**src/rtl/jtag_1149_d10_slv_rsp_tx.sv**
```systemverilog
// Slave-side response packet transmitter.
// Frames SOP/type/ch/payload/CRC-32/EOP and fills idle time with K28.5.
module jtag_1149_d10_slv_rsp_tx #(
    parameter int DATA_WIDTH = 8,
    parameter int SCAN_WIDTH = 32,
    parameter int CRC_WIDTH  = 32,
    parameter int MIN_IDLE   = 2,
    parameter int CNT_WIDTH  = 16
) (
    input  logic                  clk,
    input  logic                  rst,
    input  logic                  rsp_req,
    input  logic [DATA_WIDTH-1:0] rsp_pkt_type,
    input  logic [DATA_WIDTH-1:0] rsp_ch_sel,
    input  logic [SCAN_WIDTH-1:0] rsp_data,
    input  logic [2:0]            rsp_byte_cnt,
    output logic                  rsp_ack,
    output logic                  rsp_done,
    output logic [DATA_WIDTH-1:0] tx_byte,
    output logic                  tx_kchar,
    output logic                  tx_byte_vld,
    input  logic                  tx_byte_rdy,
    output logic                  busy,
    output logic [CNT_WIDTH-1:0]  pkt_cnt
);

    localparam logic [2:0] S_IDLE = 3'd0;
    localparam logic [2:0] S_SOP  = 3'd1;
    localparam logic [2:0] S_TYPE = 3'd2;
    localparam logic [2:0] S_CH   = 3'd3;
    localparam logic [2:0] S_PAY  = 3'd4;
    localparam logic [2:0] S_CRC  = 3'd5;
    localparam logic [2:0] S_EOP  = 3'd6;
    localparam logic [2:0] S_GAP  = 3'd7;

    localparam logic [7:0] K_SOP  = 8'hFB;
    localparam logic [7:0] K_EOP  = 8'hFD;
    localparam logic [7:0] K_IDLE = 8'hBC;

    localparam logic [31:0] CRC_POLY = 32'h04C11DB7;
    localparam logic [3:0]  MIN_C    = 4'(MIN_IDLE);

    logic [2:0]            state;
    logic                  vld_q;
    logic [3:0]            idle_cnt;
    logic [2:0]            byte_idx;
    logic [7:0]            type_q;
    logic [7:0]            ch_q;
    logic [SCAN_WIDTH-1:0] data_q;
    logic [2:0]            len_q;
    logic [CRC_WIDTH-1:0]  crc_q;
    logic [CRC_WIDTH-1:0]  crc_out;
    logic                  ack_q;
    logic                  done_q;
    logic [CNT_WIDTH-1:0]  pkt_q;
    logic                  xfer;
    logic                  gap_done;
    logic                  capture;

    // MSB-first CRC-32 advance by one byte
    function automatic logic [31:0] crc_step(input logic [31:0] c,
                                             input logic [7:0]  b);
        logic [31:0] r;
        r = c ^ {b, 24'h0};
        for (int i = 0; i < 8; i++) begin
            r = r[31] ? ({r[30:0], 1'b0} ^ CRC_POLY) : {r[30:0], 1'b0};
        end
        return r;
    endfunction

    assign xfer     = vld_q & tx_byte_rdy;
    assign gap_done = (idle_cnt + 4'd1) >= MIN_C;
    assign crc_out  = ~crc_q;

    // A waiting request is taken either from IDLE once the gap is met, or
    // on the very idle transfer that completes the gap, so back-to-back
    // packets are separated by exactly MIN_IDLE idles.
    assign capture = rsp_req &
                     (((state == S_IDLE) && (idle_cnt >= MIN_C)) ||
                      ((state == S_GAP) && xfer && gap_done));

    assign tx_byte_vld = vld_q;
    assign rsp_ack     = ack_q;
    assign rsp_done    = done_q;
    assign busy        = (state != S_IDLE);
    assign pkt_cnt     = pkt_q;

    // Character presented to the encoder, held while the state holds
    always_comb begin
        tx_byte  = K_IDLE;
        tx_kchar = 1'b1;
        case (state)
            S_SOP: begin
                tx_byte  = K_SOP;
                tx_kchar = 1'b1;
            end
            S_TYPE: begin
                tx_byte  = type_q;
                tx_kchar = 1'b0;
            end
            S_CH: begin
                tx_byte  = ch_q;
                tx_kchar = 1'b0;
            end
            S_PAY: begin
                tx_byte  = data_q[{byte_idx[1:0], 3'b000} +: 8];
                tx_kchar = 1'b0;
            end
            S_CRC: begin
                tx_byte  = crc_out[{~byte_idx[1:0], 3'b000} +: 8];
                tx_kchar = 1'b0;
            end
            S_EOP: begin
                tx_byte  = K_EOP;
                tx_kchar = 1'b1;
            end
            default: begin
                tx_byte  = K_IDLE;
                tx_kchar = 1'b1;
            end
        endcase
    end

    // Link is always offered a character once out of reset
    always_ff @(posedge clk or posedge rst) begin
        if (rst) begin
            vld_q <= 1'b0;
        end else begin
            vld_q <= 1'b1;
        end
    end

    // Request capture: fields frozen at ack time
    always_ff @(posedge clk or posedge rst) begin
        if (rst) begin
            type_q <= '0;
            ch_q   <= '0;
            data_q <= '0;
            len_q  <= '0;
            ack_q  <= 1'b0;
        end else begin
            ack_q <= capture;
            if (capture) begin
                type_q <= rsp_pkt_type;
                ch_q   <= rsp_ch_sel;
                data_q <= rsp_data;
                len_q  <= (rsp_byte_cnt > 3'd4) ? 3'd4 : rsp_byte_cnt;
            end
        end
    end

    // Framing state machine, CRC accumulation and packet counting
    always_ff @(posedge clk or posedge rst) begin
        if (rst) begin
            state    <= S_IDLE;
            idle_cnt <= MIN_C;
            byte_idx <= '0;
            crc_q    <= '1;
            done_q   <= 1'b0;
            pkt_q    <= '0;
        end else begin
            done_q <= 1'b0;
            case (state)
                S_IDLE: begin
                    if (xfer && idle_cnt != 4'd15) begin
                        idle_cnt <= idle_cnt + 4'd1;
                    end
                    if (capture) begin
                        crc_q <= '1;
                        state <= S_SOP;
                    end
                end
                S_SOP: begin
                    if (xfer) begin
                        state <= S_TYPE;
                    end
                end
                S_TYPE: begin
                    if (xfer) begin
                        crc_q <= crc_step(crc_q, type_q);
                        state <= S_CH;
                    end
                end
                S_CH: begin
                    if (xfer) begin
                        crc_q    <= crc_step(crc_q, ch_q);
                        byte_idx <= '0;
                        state    <= (len_q == 3'd0) ? S_CRC : S_PAY;
                    end
                end
                S_PAY: begin
                    if (xfer) begin
                        crc_q <= crc_step(crc_q, tx_byte);
                        if (byte_idx + 3'd1 == len_q) begin
                            byte_idx <= '0;
                            state    <= S_CRC;
                        end else begin
                            byte_idx <= byte_idx + 3'd1;
                        end
                    end
                end
                S_CRC: begin
                    if (xfer) begin
                        if (byte_idx == 3'd3) begin
                            byte_idx <= '0;
                            state    <= S_EOP;
                        end else begin
                            byte_idx <= byte_idx + 3'd1;
                        end
                    end
                end
                S_EOP: begin
                    if (xfer) begin
                        done_q   <= 1'b1;
                        idle_cnt <= '0;
                        state    <= S_GAP;
                        if (pkt_q != '1) begin
                            pkt_q <= pkt_q + {{(CNT_WIDTH-1){1'b0}}, 1'b1};
                        end
                    end
                end
                default: begin
                    if (xfer) begin
                        idle_cnt <= idle_cnt + 4'd1;
                        if (gap_done) begin
                            if (capture) begin
                                crc_q <= '1;
                                state <= S_SOP;
                            end else begin
                                state <= S_IDLE;
                            end
                        end
                    end
                end
            endcase
        end
    end

endmodule

```
**config.mk**
```make
export PLATFORM = sky130hd
export DESIGN_NAME = jtag_1149_d10_slv_rsp_tx
export DESIGN_NICKNAME = d
export VERILOG_FILES = /design/src/rtl/jtag_1149_d10_slv_rsp_tx.sv
export SDC_FILE = /design/constraint.sdc
export NUM_CORES = 1
export LEC_CHECK = 0
export BUFFER_PORTS_ARGS = -buffer_cell sky130_fd_sc_hd__buf_2
export CAP_MARGIN = 10
export CORE_MARGIN = 2
export CORE_UTILIZATION = 60
export DETAILED_ROUTE_END_ITERATION = 8
export PLACE_DENSITY = 0.85
export RECOVER_POWER = 25
export SLEW_MARGIN = 20
export SYNTH_ARGS = -nofsm -noshare
export SYNTH_HDL_FRONTEND = slang
export SYNTH_SLANG_ARGS = --single-unit
export TNS_END_PERCENT = 20
```
**constraint.sdc**
```tcl
create_clock -name clk -period 3.8 [get_ports clk]
set_input_delay 0 -clock clk [delete_from_list [all_inputs] [get_ports clk]]
set_output_delay 0 -clock clk [all_outputs]
set_load 0.02 [all_outputs]
```
==> impl_summary.md, run 1 <==
Place
The sum of net half-perimeters after detailed placement is ~16,000 um. During placement, the flow inserted port buffers numbering 83. At the end of routability-driven placement, the weighted congestion stood at ~0.97.

STA
The worst path in the final design needs a cycle of about 3.4 ns, including I/O delays and setup. Setup total negative slack on the finished layout was measured at 0 ns. The total count of hold-check failures in the final report was 0. Setup violations remaining at the end of the flow were counted as 0. The measured slew at the worst slew-check pin is ~3.0 ns. Setup repair after global routing left no endpoint under its margin. The count of pins over their slew limit is 81. The maximum clock frequency is 296.4 MHz. Across the routed clock network, the largest skew measured is between 0.01 and 0.015 ns. Measured against its own limit, the worst slew margin works out to -0.9746. The share of the clock period used by the worst path is 0.8878.

Critical path
The data arrival time at the worst-slack endpoint is about 3.7 ns. For this design, the slowest cell found on the critical path is sky130_fd_sc_hd__xnor2_1. The kind of capture point of the worst setup path is a flip-flop.

The required arrival time at the worst endpoint is approximately 4 ns. The startpoint kind of the worst setup timing path is a flip-flop. The cell seen most often among critical-path stages is sky130_fd_sc_hd__xnor2_1. The critical path goes through or3b_2 -> o221ai_1 -> a21oi_1 -> xor2_1 -> xnor2_1 -> xnor2_1 -> xnor2_1 -> o32ai_1. Of all nets on the critical path, the largest fanout is 22. The critical path is of the flip-flop to flip-flop type. The top cell family by delay on the critical path is XOR/XNOR gates. The maximum single-stage delay on the critical path is 0.76 ns. The buffer and inverter count on the worst path is 0.

Layout
Of the cells placed in the final design, the portion with a size suffix greater than 1 is 0.1756. The area used by sequential logic in the layout is roughly 2800 sq um. In the final layout, the multi-input gates occupy roughly 4800 sq um.

At the end of the flow, the number of nets in the layout was 1,031. The number of diodes is 0. Counting the fill cells in the layout gives 905. Relative to the synthesized area, the layout overhead comes to 17.79%.

GRT
The number of antenna violations at the first check in global routing is 0. For this run the aggregate overflow at the end of global routing stands at 0. The global-route wire length before repair is approximately 38,000 um. In the global route stage, overall resource usage came out at 0.3500. The via count of the first global-routing pass was ~7,000.

The largest net degree at the start of global routing is 81.

Floorplanning
The area of the core region is 13,090 sq um. For this configuration, the core starts out at a cell density of 0.6063. During I/O placement, the number of pins put on the boundary was between 80 and 90. Measured along the y axis, the die boundary spans between 100 and 150 um.

Row generation in the floorplan step produced 42 rows. The overall die width is between 100 and 150 um. The die covers 14,160 sq um.

Synthesis
The number of nets handed over by synthesis was ~900. The top cell type by total area after synthesis is sky130_fd_sc_hd__dfrtp_1. The number of warnings issued by yosys is 0. The proportion of netlist area held by the largest area contributor is 0.2492.

For this run, the register share of the synthesized area comes to 0.3585. The number of storage elements in the synthesis netlist is around 110. The most common cell in the synthesized netlist is sky130_fd_sc_hd__nand2_1.

Counting every instance in the synthesized netlist gives about 840. By count the netlist is led by 190 x sky130_fd_sc_hd__nand2_1, 136 x sky130_fd_sc_hd__xnor2_1, 79 x sky130_fd_sc_hd__dfrtp_1. The synthesized area is 7934 sq um. Yosys attributes the largest share of cell area to sky130_fd_sc_hd__dfrtp_1 25%, sky130_fd_sc_hd__xnor2_1 15%, sky130_fd_sc_hd__dfstp_2 11%. The post-synthesis async set-or-reset flop share is 1.000. The flip-flop cell with the highest count after synthesis is sky130_fd_sc_hd__dfrtp_1. The unique cell type count in the Yosys netlist is 68. In this run the mean area of a mapped cell was 9.411 sq um. The number of enable flip-flop cells after synthesis is 0.

CTS
TritonCTS built the clock tree. The CTS root buffer is sky130_fd_sc_hd__clkbuf_16. The clock tree synthesis step divided the H-tree into 3 levels. The number of buffers inserted during clock tree synthesis is 9. In this run the post-CTS setup repair buffer count came out at 0. The later pin in the worst-skew pair is clocked with a latency of approximately 0.36 ns. The clock input transition at the sequential cells of the worst setup and hold paths is about 0.08 ns.

The number of buffers inserted for hold repair after clock tree synthesis is 52. The number of clock sinks seen by CTS is approximately 110. No sink is reached through more buffers than the 2 on the longest clock path.

Post-CTS repair changed the size of 0 cells.

Detailed routing
The wire length per cell is about 21 um. The routed layout has 7,023 vias. After detailed routing, the number of remaining DRC violations is 0. The initial detailed-routing violation count is 871. In the routed layout, each cell is associated on average with a via count of about 6.1. For this block, the routed nets add up to between 20,000 and 25,000 um of wire. The count of nets left with antenna violations once routing finished came out at 0. The first detailed-routing pass took 5 iterations.

Worst hold path
The type of the worst min-delay path is input port to flip-flop.

Job
The number of violations of the max-capacitance limit is 1.

Run status
The flow ran to the end, but the final reports show violations. The checks that failed: max-capacitance violations, max-slew violations.
layout by cell type (no fill, tap or decap), types with 3 or more instances in the layout:
master and count:
sky130_fd_sc_hd__dlygate4sd3_1 52, sky130_fd_sc_hd__xnor3_1 6, sky130_fd_sc_hd__buf_2 64, sky130_fd_sc_hd__and3_1 4, sky130_fd_sc_hd__nand2b_1 5, sky130_fd_sc_hd__xor2_1 73, sky130_fd_sc_hd__a21oi_1 23, sky130_fd_sc_hd__mux2_2 8
sky130_fd_sc_hd__a31oi_1 11, sky130_fd_sc_hd__o21a_1 4, sky130_fd_sc_hd__o22ai_1 7, sky130_fd_sc_hd__ha_1 7, sky130_fd_sc_hd__nand3_1 8, sky130_fd_sc_hd__mux4_2 3, sky130_fd_sc_hd__clkbuf_16 9, sky130_fd_sc_hd__nand2_1 190
sky130_fd_sc_hd__o32a_1 4, sky130_fd_sc_hd__nor3_1 7, sky130_fd_sc_hd__nor2_1 46, sky130_fd_sc_hd__o31ai_1 5, sky130_fd_sc_hd__nor2b_1 6, sky130_fd_sc_hd__inv_1 14, sky130_fd_sc_hd__o221ai_1 16, sky130_fd_sc_hd__a221oi_1 6
sky130_fd_sc_hd__dfstp_2 33, sky130_fd_sc_hd__a221o_1 5, sky130_fd_sc_hd__o22a_1 6, sky130_fd_sc_hd__mux2i_1 9, sky130_fd_sc_hd__dfrtp_1 79, sky130_fd_sc_hd__xnor2_2 4, sky130_fd_sc_hd__a22oi_1 9, sky130_fd_sc_hd__o21ai_0 20
sky130_fd_sc_hd__mux4_1 7, sky130_fd_sc_hd__clkbuf_1 19, sky130_fd_sc_hd__xnor2_1 136, sky130_fd_sc_hd__buf_4 24
routing by layer:
| metal | up-vias | part of all wire | global-route usage |
|---|---|---|---|
| li1 | 3105 | - | - |
| met3 | 82 | 0.11 | 0.07280 |
| met1 | 3396 | 0.38 | 0.4628 |
| met4 | 0 | 0.041 | 0.1644 |
| met5 | - | 0 | 0 |
| met2 | 440 | 0.47 | 0.5535 |
worst reg2reg max path: stages (launching register included):
cell and delay (ns):
sky130_fd_sc_hd__dfrtp_1 0.61, sky130_fd_sc_hd__or3b_2 0.75, sky130_fd_sc_hd__o221ai_1 0.24, sky130_fd_sc_hd__a21oi_1 0.16
sky130_fd_sc_hd__xor2_1 0.20, sky130_fd_sc_hd__xnor2_1 0.76, sky130_fd_sc_hd__xnor2_1 0.17, sky130_fd_sc_hd__xnor2_1 0.16
sky130_fd_sc_hd__o32ai_1 0.24
final timing paths:
check,from,depth (start not counted),slack (ns),to
max,state[1],8,0.43,crc_q[12]
min,rsp_req,4,0.03,type_q[2]
max reg2reg,state[1],8,0.43,crc_q[12]
min reg2reg,data_q[27],2,0.48,data_q[27]
max in group asynchronous,rst,4,0.81,crc_q[6]
min in group asynchronous,rst,3,1.25,data_q[10]
stage by stage:
| stage | hold slack, ns | util | instance area, sq um | instances | setup slack [ns] |
|---|---|---|---|---|---|
| after global routing | 0.04956 | 0.7142 | 9345 | 1150 | 0.1642 |
| after floorplan | 0.1054 | - | 7934 | 843 | 0.8956 |
| after CTS | 0.02604 | 0.7162 | 9371 | 1150 | 0.5071 |
| after detailed placement | 0.1921 | 0.6535 | 8551 | 1082 | 0.5424 |
| after global placement | 0.1915 | 0.6535 | 8551 | 1082 | 0.6341 |
| final | 0.03402 | 0.7142 | 9345 | 1150 | 0.4264 |
final cells by class:
cell class | count | area share
multi-input cells | 672 | 0.5171
clock inverters | 6 | 0.006560
well taps | 176 | 0.02356
flip-flops and latches | 112 | 0.3043
repair buffers | 159 | 0.1169
clock buffers | 10 | 0.02557
inverters | 15 | 0.006025
flip-flops by register name, indices dropped and copies added, names as in the netlist:
signal / cells
idle_cnt: 4
tx_byte_vld: 1
type_q: 8
ch_q: 8
crc_q: 32
pkt_cnt: 16
byte_idx: 3
rsp_ack: 1
rsp_done: 1
len_q: 3
state: 3
data_q: 32
cell families after synthesis:
| group | share of synthesized area |
|---|---|
| XOR/XNOR | 0.2711 |
| adder cells (fa/ha/maj) | 0.01104 |
| buffers and inverters | 0.03454 |
| flip-flops | 0.3585 |
| other | 0.0004727 |
| multiplexers | 0.05441 |
| AND/OR/NAND/NOR | 0.1456 |
| AO/OA/AOI/OAI | 0.1244 |
Power of run 1 is not shown: default switching activity piles up to over one toggle a cycle in this logic, so the estimate is an artifact.
==> run 2, diff against run 1 <==
BUFFER_PORTS_ARGS = default   (was -buffer_cell sky130_fd_sc_hd__buf_2)
CORE_ASPECT_RATIO = 1.2   (was default)
CORE_UTILIZATION = 65   (was 60)
CTS_CLUSTER_DIAMETER = 100   (was default)
DONT_BUFFER_PORTS = 1   (was default)
==> run 2 against run 1 <==
  * The run now ends clean
  * Die area shrank 7.4%
  * Routed wire length grew 4.0%
  * Non-clock buffer count shrank 80
  * Clock skew shrank 0.0030 ns
  * Worst hold slack lost 0.012 ns
  * First-iteration DRC count shrank 11%
  * Flip-flop and latch count is the same
  * Cell count shrank 8.1%
  * Core utilization grew 3.5 points
  * Design area shrank 3.8%
  * Critical path type unchanged
==> impl_summary.md, run 2 (same netlist as run 1, synthesis figures left out) <==
Critical path
The buffer and inverter count on the worst path is 0 (unchanged). The data arrival time at the worst-slack endpoint is 3.68 ns (+0.03 ns). The required arrival time at the worst endpoint came to 4.10 ns (+0.03 ns). The maximum net fanout on the critical path is 22 (unchanged). The worst setup path is launched from a flip-flop. The kind of capture point of the worst setup path is a flip-flop. Among all stages on the critical path, the largest delay is contributed by sky130_fd_sc_hd__or3b_2. The maximum single-stage delay on the critical path is 0.76 ns (about the same). By instance count, the cell type seen most on the critical path is sky130_fd_sc_hd__xnor3_1. Traced cell by cell, the critical path runs through or3b_2 -> o221ai_1 -> a21oi_1 -> xnor2_1 -> xnor3_1 -> xnor3_1 -> o21ai_0 -> o21a_1. The top cell family by delay on the critical path is XOR/XNOR gates.

The worst setup path is of the flip-flop to flip-flop kind.

Detailed routing
The post-detailed-route via-to-cell ratio is 6.432 (+5.3%). The post-detailed-routing wire length came to 25,260 um (+4.0%). The wire length per cell is 23.89 um (+13%). The count of nets left with antenna violations after detail routing is 0 (unchanged). The initial detailed-routing violation count was 773 (-11%).

The total DRC errors in the routed layout is 0 (unchanged). The number of iterations in the first detailed-routing pass is 5 (unchanged). The vias after detailed routing came to 6,799 (-3.2%).

STA
The normalized max-slew margin is 0.3195 (+1.294). The share of the clock period used by the worst path was 0.8896 (+0.001844). The measured slew at the worst slew-check pin is 1.017 ns (-1.941 ns). The count of pins over their slew limit is 0 (-100%). The count of endpoints failing setup in the final report is 0 (unchanged). The total count of hold-check failures in the final report came to 0 (unchanged). The total negative setup slack came to 0 ns (unchanged). The maximum clock frequency is 295.8 MHz (-0.21%). The post-route clock skew is 0.009753 ns (-0.002965 ns). The shortest clock period the worst path allows after layout came to 3.381 ns (+0.007009 ns). Setup repair after global routing left no endpoint under its margin.

Place
The number of port buffers was 0 (-100%). The number of instances in the placed design is 987 (-8.8%). The routability-driven placement congestion ratio is 1.027 (+5.5%). The sum of net half-perimeters after detailed placement is 17,130 um (+6.9%).

The instance area after placement came to 8145 sq um (-4.7%).

CTS
The H-tree level count is 3 (unchanged). The number of buffers inserted during clock tree synthesis is 9 (unchanged). The CTS tree is yes. The root buffer cell chosen for the clock tree is sky130_fd_sc_hd__clkbuf_16. The worst-case clock buffer depth is 2 (unchanged).

The clock input transition at the sequential cells of the worst setup and hold paths is 0.08 ns (about the same). The later-pin clock latency in the skew report is 0.36 ns (about the same). The total setup buffers inserted after CTS is 0 (unchanged). The number of clock sinks seen by CTS came to 112 (unchanged).

GRT
The largest net degree at the start of global routing is 84 (+3.7%). The total overflow reported by the global router is 0 (unchanged). The global-route wire length before repair is 39,210 um (+2.8%). The all-layer global routing usage is 0.3924 (+0.04241). The number of antenna violations at the first check in global routing is 2 (+2). The via count of the first global-routing pass is 6,988 (+0.30%).

Layout
The post-route core utilization is 0.7489 (+0.03466). Compared with the post-synthesis result, the final layout area differs by 13.28%. The final instance area came to 8987 sq um (-3.8%). The library cell used most frequently in the layout, excluding fill and tap cells, is sky130_fd_sc_hd__nand2_1.

In the layout the commonest cells are 190 x sky130_fd_sc_hd__nand2_1, 136 x sky130_fd_sc_hd__xnor2_1, 79 x sky130_fd_sc_hd__dfrtp_1. The share of layout cells above drive strength 1 came to 0.1242 (-0.05140). The filler-free cell count of the finished design is 1,057 (-8.1%).

The filler cell count in the final layout was 848 (-6.3%). The number of nets in the layout is 951 (-7.8%).

Floorplanning
The number of top-level design ports is 84 (unchanged). The full die area is 13,110 sq um (-7.4%). The overall die width came to 104.9 um (-12%). The initial cell density of the core was 0.6611 (+0.05474). The area of the core region was 12,000 sq um (-8.3%). The chip height is 125.0 um (+5.1%). The row count is 44 (+4.8%).

Run status
The run finished with clean final reports.

Job
The number of violations of the max-capacitance limit is 0 (-1).

Worst hold path
The type of the worst min-delay path is input port to flip-flop.
run 2: final timing paths:
| check | from | to | slack (ns) | cells past startpoint |
|---|---|---|---|---|
| worst max-delay path | state[1] | crc_q[5] | 0.42 | 8 |
| worst min-delay path | rsp_req | state[0] | 0.02 | 4 |
| worst max register to register | state[1] | crc_q[5] | 0.42 | 8 |
| worst min register to register | data_q[31] | data_q[31] | 0.49 | 2 |
| max in group asynchronous | rst | crc_q[20] | 2.60 | 3 |
| min in group asynchronous | rst | pkt_cnt[1] | 0.27 | 2 |
run 2: tightest hold or removal path, delay by kind of cell:
kind	cells	cell delay, ns
simple gates	1	0.10
compound gates	3	0.24
run 2: layout make-up:
cell class	count	area (sq um)	area share
clock buffers	10	239.0	0.02659
well taps	161	201.4	0.02241
inverters	15	61.31	0.006822
flip-flops and latches	112	2844	0.3164
multi-input cells	672	4838	0.5384
repair buffers	79	723.2	0.08047
clock inverters	6	75.07	0.008353
diodes	2	5.005	0.0005569
run 2: metrics by stage:
| stage | hold WS, ns | setup slack [ns] |
|---|---|---|
| final | 0.02221 | 0.4194 |
| after global routing | 0.03435 | 0.2323 |
| after CTS | 0.01458 | 0.4438 |
| after detailed placement | 0.1104 | 0.4638 |
| after global placement | 0.1087 | 0.5180 |
| after floorplan | 0.1054 | 0.8956 |
run 2: what timing repair did:
item / CTS / global route
hold buffers: 52 / 0
hold endpoints to repair: 114 / 0
gates resized for setup: 0 / 0
run 2: routing by layer:
layer	GRT usage	up-vias	part of all wire
li1	-	2948	-
met1	0.4822	3271	0.36
met2	0.6616	462	0.50
met3	0.06100	118	0.080
met4	0.2165	0	0.063
met5	0	-	0
Power of run 2 is left out for the same reason.
